--- config.mk ---
export PLATFORM = sky130hd
export DESIGN_NAME = axis_vip_packer
export DESIGN_NICKNAME = d
export VERILOG_FILES = /design/src/rtl/axis_vip_packer.sv
export SDC_FILE = /design/constraint.sdc
export NUM_CORES = 1
export LEC_CHECK = 0
export CAP_MARGIN = 30
export CORE_AREA = 2 2 242 244
export CTS_CLUSTER_DIAMETER = 30
export DETAILED_ROUTE_END_ITERATION = 6
export DIE_AREA = 0 0 244 246
export DONT_BUFFER_PORTS = 1
export PLACE_DENSITY = 0.49
export SYNTH_ARGS = -nofsm -noshare
export SYNTH_HDL_FRONTEND = slang
export SYNTH_SLANG_ARGS = --single-unit
--- constraint.sdc ---
create_clock -name clk -period 39.4 [get_ports clk]
set_input_delay 5.91 -clock clk [delete_from_list [all_inputs] [get_ports clk]]
set_output_delay 5.91 -clock clk [all_outputs]
set_load 0.05 [all_outputs]
--- src/rtl/axis_vip_packer.sv ---
// Frames captured DUT response vectors into AXI-Stream packets: header, N payload beats, optional trailer.
// Optional XOR trailer beat is enabled by defining AXIS_VIP_PACKER_CHECKSUM_EN.
module axis_vip_packer #(
    parameter int C_DATA_WIDTH      = 128,
    parameter int DUT2VIP_WORDS_NUM = 1
) (
    input  logic                                      clk,
    input  logic                                      reset,
    input  logic                                      capture_valid,
    input  logic [C_DATA_WIDTH*DUT2VIP_WORDS_NUM-1:0] capture_data,
    output logic                                      m_axis_tvalid,
    input  logic                                      m_axis_tready,
    output logic [C_DATA_WIDTH-1:0]                   m_axis_tdata,
    output logic [C_DATA_WIDTH/8-1:0]                 m_axis_tkeep,
    output logic                                      m_axis_tlast,
    output logic [15:0]                               drop_count,
    output logic                                      overflow,
    output logic [1:0]                                fsm_state
);

    localparam int          TOTAL_W  = C_DATA_WIDTH * DUT2VIP_WORDS_NUM;
    localparam logic [15:0] LAST_IDX = 16'(DUT2VIP_WORDS_NUM - 1);
`ifdef AXIS_VIP_PACKER_CHECKSUM_EN
    localparam logic CS_FLAG = 1'b1;
    typedef enum logic [1:0] {IDLE = 2'd0, HDR = 2'd1, PAYLOAD = 2'd2, TRAIL = 2'd3} state_t;
`else
    localparam logic CS_FLAG = 1'b0;
    typedef enum logic [1:0] {IDLE = 2'd0, HDR = 2'd1, PAYLOAD = 2'd2} state_t;
`endif

    state_t               state;
    logic [15:0]          beat_idx;
    logic [7:0]           seq_cnt;
    logic [TOTAL_W-1:0]   active_data;
    logic [TOTAL_W-1:0]   pend_data;
    logic [7:0]           pend_seq;
    logic                 pend_full;
`ifdef AXIS_VIP_PACKER_CHECKSUM_EN
    logic [C_DATA_WIDTH-1:0] csum;
`endif

    logic        hs;
    logic        final_hs;
    logic        start_frame;
    logic        from_pend;
    logic        cap_to_active;
    logic        cap_to_pend;
    logic        cap_drop;
    logic        go_idle;
    logic [7:0]  hdr_seq;
    logic [15:0] beat_next;

    function automatic logic [C_DATA_WIDTH-1:0] word_of(input logic [TOTAL_W-1:0] data,
                                                        input logic [15:0] idx);
        word_of = C_DATA_WIDTH'(data >> (32'(idx) * C_DATA_WIDTH));
    endfunction

    function automatic logic [C_DATA_WIDTH-1:0] header_of(input logic [7:0] s, input logic [15:0] d);
        logic [C_DATA_WIDTH-1:0] h;
        h        = '0;
        h[7:0]   = 8'hA5;
        h[15:8]  = s;
        h[31:16] = 16'(DUT2VIP_WORDS_NUM);
        h[47:32] = d;
        h[48]    = CS_FLAG;
        return h;
    endfunction

    // Handshake: a beat transfers when tvalid && tready on a rising clk edge; once tvalid is
    // raised, tdata/tkeep/tlast stay frozen and tvalid stays high until that transfer happens.
    always_comb begin
        hs = m_axis_tvalid && m_axis_tready;
`ifdef AXIS_VIP_PACKER_CHECKSUM_EN
        final_hs = hs && (state == TRAIL);
`else
        final_hs = hs && (state == PAYLOAD) && (beat_idx == LAST_IDX);
`endif
        from_pend     = final_hs && pend_full;
        start_frame   = ((state == IDLE) && capture_valid) || (final_hs && (pend_full || capture_valid));
        cap_to_active = capture_valid && ((state == IDLE) || (final_hs && !pend_full));
        cap_to_pend   = capture_valid && !cap_to_active && (!pend_full || final_hs);
        cap_drop      = capture_valid && !cap_to_active && !cap_to_pend;
        go_idle       = final_hs && !start_frame;
        hdr_seq       = from_pend ? pend_seq : seq_cnt;
        beat_next     = beat_idx + 16'd1;
    end

    assign fsm_state = state;

    always_ff @(posedge clk or posedge reset) begin
        if (reset) begin
            state         <= IDLE;
            beat_idx      <= '0;
            seq_cnt       <= '0;
            active_data   <= '0;
            pend_data     <= '0;
            pend_seq      <= '0;
            pend_full     <= 1'b0;
            drop_count    <= '0;
            overflow      <= 1'b0;
            m_axis_tvalid <= 1'b0;
            m_axis_tdata  <= '0;
            m_axis_tkeep  <= '0;
            m_axis_tlast  <= 1'b0;
`ifdef AXIS_VIP_PACKER_CHECKSUM_EN
            csum          <= '0;
`endif
        end else begin
            if (cap_to_active || cap_to_pend) seq_cnt <= seq_cnt + 8'd1;
            if (cap_to_active) active_data <= capture_data;
            else if (from_pend) active_data <= pend_data;
            if (cap_to_pend) begin
                pend_data <= capture_data;
                pend_seq  <= seq_cnt;
                pend_full <= 1'b1;
            end else if (from_pend) begin
                pend_full <= 1'b0;
            end
            if (cap_drop) begin
                overflow <= 1'b1;
                if (drop_count != 16'hFFFF) drop_count <= drop_count + 16'd1;
            end

            if (start_frame) begin
                state         <= HDR;
                m_axis_tvalid <= 1'b1;
                m_axis_tkeep  <= '1;
                m_axis_tdata  <= header_of(hdr_seq, drop_count);
                m_axis_tlast  <= 1'b0;
            end else if (go_idle) begin
                state         <= IDLE;
                m_axis_tvalid <= 1'b0;
                m_axis_tkeep  <= '0;
                m_axis_tdata  <= '0;
                m_axis_tlast  <= 1'b0;
            end else if (hs) begin
                case (state)
                    HDR: begin
                        state        <= PAYLOAD;
                        beat_idx     <= '0;
                        m_axis_tdata <= word_of(active_data, 16'd0);
                        m_axis_tlast <= !CS_FLAG && (LAST_IDX == 16'd0);
`ifdef AXIS_VIP_PACKER_CHECKSUM_EN
                        csum         <= '0;
`endif
                    end
                    PAYLOAD: begin
`ifdef AXIS_VIP_PACKER_CHECKSUM_EN
                        csum <= csum ^ m_axis_tdata;
                        if (beat_idx == LAST_IDX) begin
                            state        <= TRAIL;
                            m_axis_tdata <= csum ^ m_axis_tdata;
                            m_axis_tlast <= 1'b1;
                        end else begin
                            beat_idx     <= beat_next;
                            m_axis_tdata <= word_of(active_data, beat_next);
                            m_axis_tlast <= 1'b0;
                        end
`else
                        beat_idx     <= beat_next;
                        m_axis_tdata <= word_of(active_data, beat_next);
                        m_axis_tlast <= (beat_next == LAST_IDX);
`endif
                    end
                    default: ;
                endcase
            end
        end
    end

endmodule

==> impl_metrics.csv <==
group,metric,value,unit
placed_design,dpl-instance-area,20500,um2
clock_network,cts_buffer_depth,3,
yosys,synth.distinct_cells,58,
clock_network,cts.sinks,438,
floorplanning,fp.dieW,244,um
clock_network,cts_made_buffers,111,
finish,stdcell_count,2649,
power,ir_worst_vdd,0.0364,mV
global_route,grt_max_degree,116,
worst_setup_path,cp_slowest_stage_delay,0.68,ns
finish,drive_gt1_share,20.5,%
timing,drv_slew,0,
detailed_routing,drt-pass1-iter-count,4,
worst_setup_path,crit_chain,"nand3_1, nor3_1, nand3b_1, buf_4, buf_4, mux2_2",
power,powerDensity,60.9,nW/um2
floorplanning,die_y,246,um
yosys,syn-instance-count,1798,
detailed_routing,num_vias,13700,
timing,setup_viol,0,
floorplanning,boundaryPins,297,
detailed_routing,detail-route-antenna-nets,0,
floorplanning,fp-row-count,88,
worst_setup_path,crit_path_start_kind,"primary input",
worst_setup_path,path_delay_family,"simple AND/OR/NAND/NOR gates",
worst_setup_path,worstPathBufferInverterCount,2,
yosys,ys_seq_elements,438,
yosys,synth_fa_ha_area_share,0.489,%
yosys,synthMuxAreaShare,14.3,%
finish,nets,1929,
global_route,track_usage,17.9,%
placed_design,place_congestion,0.789,
yosys,synth_largest_area_cell,"dfrtp_1",
placed_design,place_ws,30.25,ns
yosys,netlist_area,19900,um2
global_route,grt.overflow.total,0,
timing,fin_setup_tns,0,ns
detailed_routing,wl_per_cell,20.3,um
timing,max_slew_margin,32.7,%
flow_run,cap_viol_max_count,0,
finish,design_area,24500,um2
placed_design,dp_hpwl,33400,um
power,p_total,1.49,mW
clock_network,cts_root_buf,"clkbuf_16",
clock_network,clk-insertion-delay-late,0.64,ns
clock_network,clk_pin_slew,0.05,ns
worst_setup_path,critPathSlowestCell,"buf_4",
timing,finalWorstSetupSlack,30.95,ns
power,p_leak,11.3,nW
worst_setup_path,criticalPathCategory,"primary input to register",
clock_network,cts-resized-gates,0,
worst_setup_path,worstPathArrival,8.97,ns
yosys,synth-xor-area-share,1.23,%
timing,min_period,8.45,ns
yosys,seq_area_frac_synth,55.0,%
worst_setup_path,crit_required,39.91,ns
timing,rsz0062_at_grt,"false",
timing,fin_skew,0.0249,ns
yosys,synth_edf_count,0,
run_status,status,"complete, no violations",
hold_path,hp-class,"register to register",
finish,diodes,0,
timing,fmax,0.118,GHz
timing,worstMarginPinSlew,1.00,ns
timing,period_share,21.5,%
yosys,synth_area_leaders,"dfrtp_1 55%, mux2_2 7.8%, mux2i_1 6.5%",
global_route,grt_pass1_vias,13900,
yosys,post_synth.cell_area_avg,11.1,um2
yosys,yosys.area_share.simple,9.27,%
floorplanning,initial_core_util,34.8,%
yosys,synth_top_area_share,55.0,%
clock_network,tritoncts,"yes",
clock_network,cts_max_level,3,
global_route,antenna_found_initial,0,
floorplanning,dieArea,60000,um2
finish,areaGrowthSynthToFinish,22.8,%
detailed_routing,routed_wl,53800,um
timing,hold_violations,0,
yosys,synth-compound-area-share,15.5,%
placed_design,dp_cells,2439,
floorplanning,core_area,57400,um2
placed_design,io_buffers,0,
detailed_routing,via_per_inst,5.18,
detailed_routing,drc_errors,0,
timing,hold_ws,0.499,ns
worst_setup_path,end_kind,"register",
yosys,yosysWarningCount,0,
worst_setup_path,path_max_fanout,51,
yosys,syn-num-nets,1937,
clock_network,cts_setup_buffers,0,
detailed_routing,drtIter0Drc,695,
yosys,synthArstFlopShare,100,%
finish,utilization,42.7,%
worst_setup_path,crit_top_cell,"buf_4",
yosys,ys.flop_type,"dfrtp_1",
global_route,grt_first_pass_wirelength,84300,um
clock_network,cts_hold_buf,0,
yosys,synth_top_family_by_area,"compound AO/OA/AOI/OAI gates",
synth_stat cells, types with 17 or more instances:
cell and instances:
buf_2 42, o211ai_1 17, and2_1 24, clkbuf_1 75, nor2_1 26, o31ai_1 27, a22oi_1 99, and3_1 23
xnor2_1 22, buf_4 19, o21ai_0 167, dfrtp_1 438, nand3_1 21, mux2i_1 130, nand2_1 267, o21ai_1 82
mux2_2 138
layout make-up:
class | instances | area, um2
well taps | 765 | 957
flip-flops and latches | 438 | 11000
fillers | 5375 | 32900
repair buffers | 38 | 464
clock inverters | 65 | 817
inverters | 8 | 37.5
clock buffers | 142 | 3060
multi-input cells | 1193 | 8190
layer usage:
| metal | vias up | wire (um) | track usage (%) |
|---|---|---|---|
| met4 | 0 | 1220 | 6.65 |
| met1 | 6835 | 22400 | 21.9 |
| met3 | 86 | 4450 | 6.68 |
| li1 | 6474 | - | - |
| met2 | 319 | 25700 | 28.7 |
| met5 | - | 0 | 0 |
registers in the layout, indices dropped and copies added, names as in the netlist:
| name | cells |
|---|---|
| active_data | 128 |
| beat_idx | 16 |
| drop_count | 16 |
| fsm_state | 2 |
| m_axis_tdata | 128 |
| m_axis_tkeep | 1 |
| m_axis_tlast | 1 |
| overflow | 1 |
| pend_data | 128 |
| pend_full | 1 |
| pend_seq | 8 |
| seq_cnt | 8 |
worst reg2reg max path: cells and delay by family (launching register included):
kind / cells / cell delay [ns]
simple gates: 4 / 1.95
buf+inv: 4 / 1.67
flops: 1 / 0.59
mux: 1 / 0.48
fa+ha+maj: 1 / 0.16
cells by family (layout without fill, tap and decap cells):
logic type | after synthesis | in the layout
buffers and inverters | 167 | 253
XOR/XNOR | 28 | 28
AO/OA/AOI/OAI | 483 | 483
multiplexers | 268 | 268
flip-flops | 438 | 438
adder cells (fa/ha/maj) | 8 | 8
AND/OR/NAND/NOR | 406 | 406
layout by cell type, fill, tap and decap left out, types with 17 or more instances in the layout:
| master | n |
|---|---|
| o21ai_0 | 167 |
| a22oi_1 | 99 |
| mux2_2 | 138 |
| and3_1 | 23 |
| nor2_1 | 26 |
| buf_4 | 26 |
| nand3_1 | 21 |
| clkinv_2 | 31 |
| mux2i_1 | 130 |
| o21ai_1 | 81 |
| dfrtp_1 | 437 |
| nand2_1 | 267 |
| clkbuf_16 | 113 |
| clkbuf_1 | 17 |
| and2_1 | 24 |
| xnor2_1 | 22 |
| o211ai_1 | 17 |
| o31ai_1 | 27 |
report_power, final:
| part | internal [mW] | switching, mW | total, mW |
|---|---|---|---|
| clock | 0.647 | 0.280 | 0.927 |
| combinational | 0.0273 | 0.0329 | 0.0602 |
| sequential | 0.472 | 0.0300 | 0.502 |
path summary, 6_finish.rpt:
kind / startpoint / endpoint / slack [ns] / cells after the start
worst min register to register: active_data[83] / active_data[83] / 0.50 / 2
max in group asynchronous: reset / active_data[93] / 31.17 / 4
worst min-delay path: active_data[83] / active_data[83] / 0.50 / 2
worst max-delay path: m_axis_tready / pend_data[119] / 30.95 / 6
worst max register to register: fsm_state[0] / pend_data[119] / 34.44 / 10
min in group asynchronous: reset / pend_data[28] / 5.24 / 1
(Power assumes the default switching activity.)
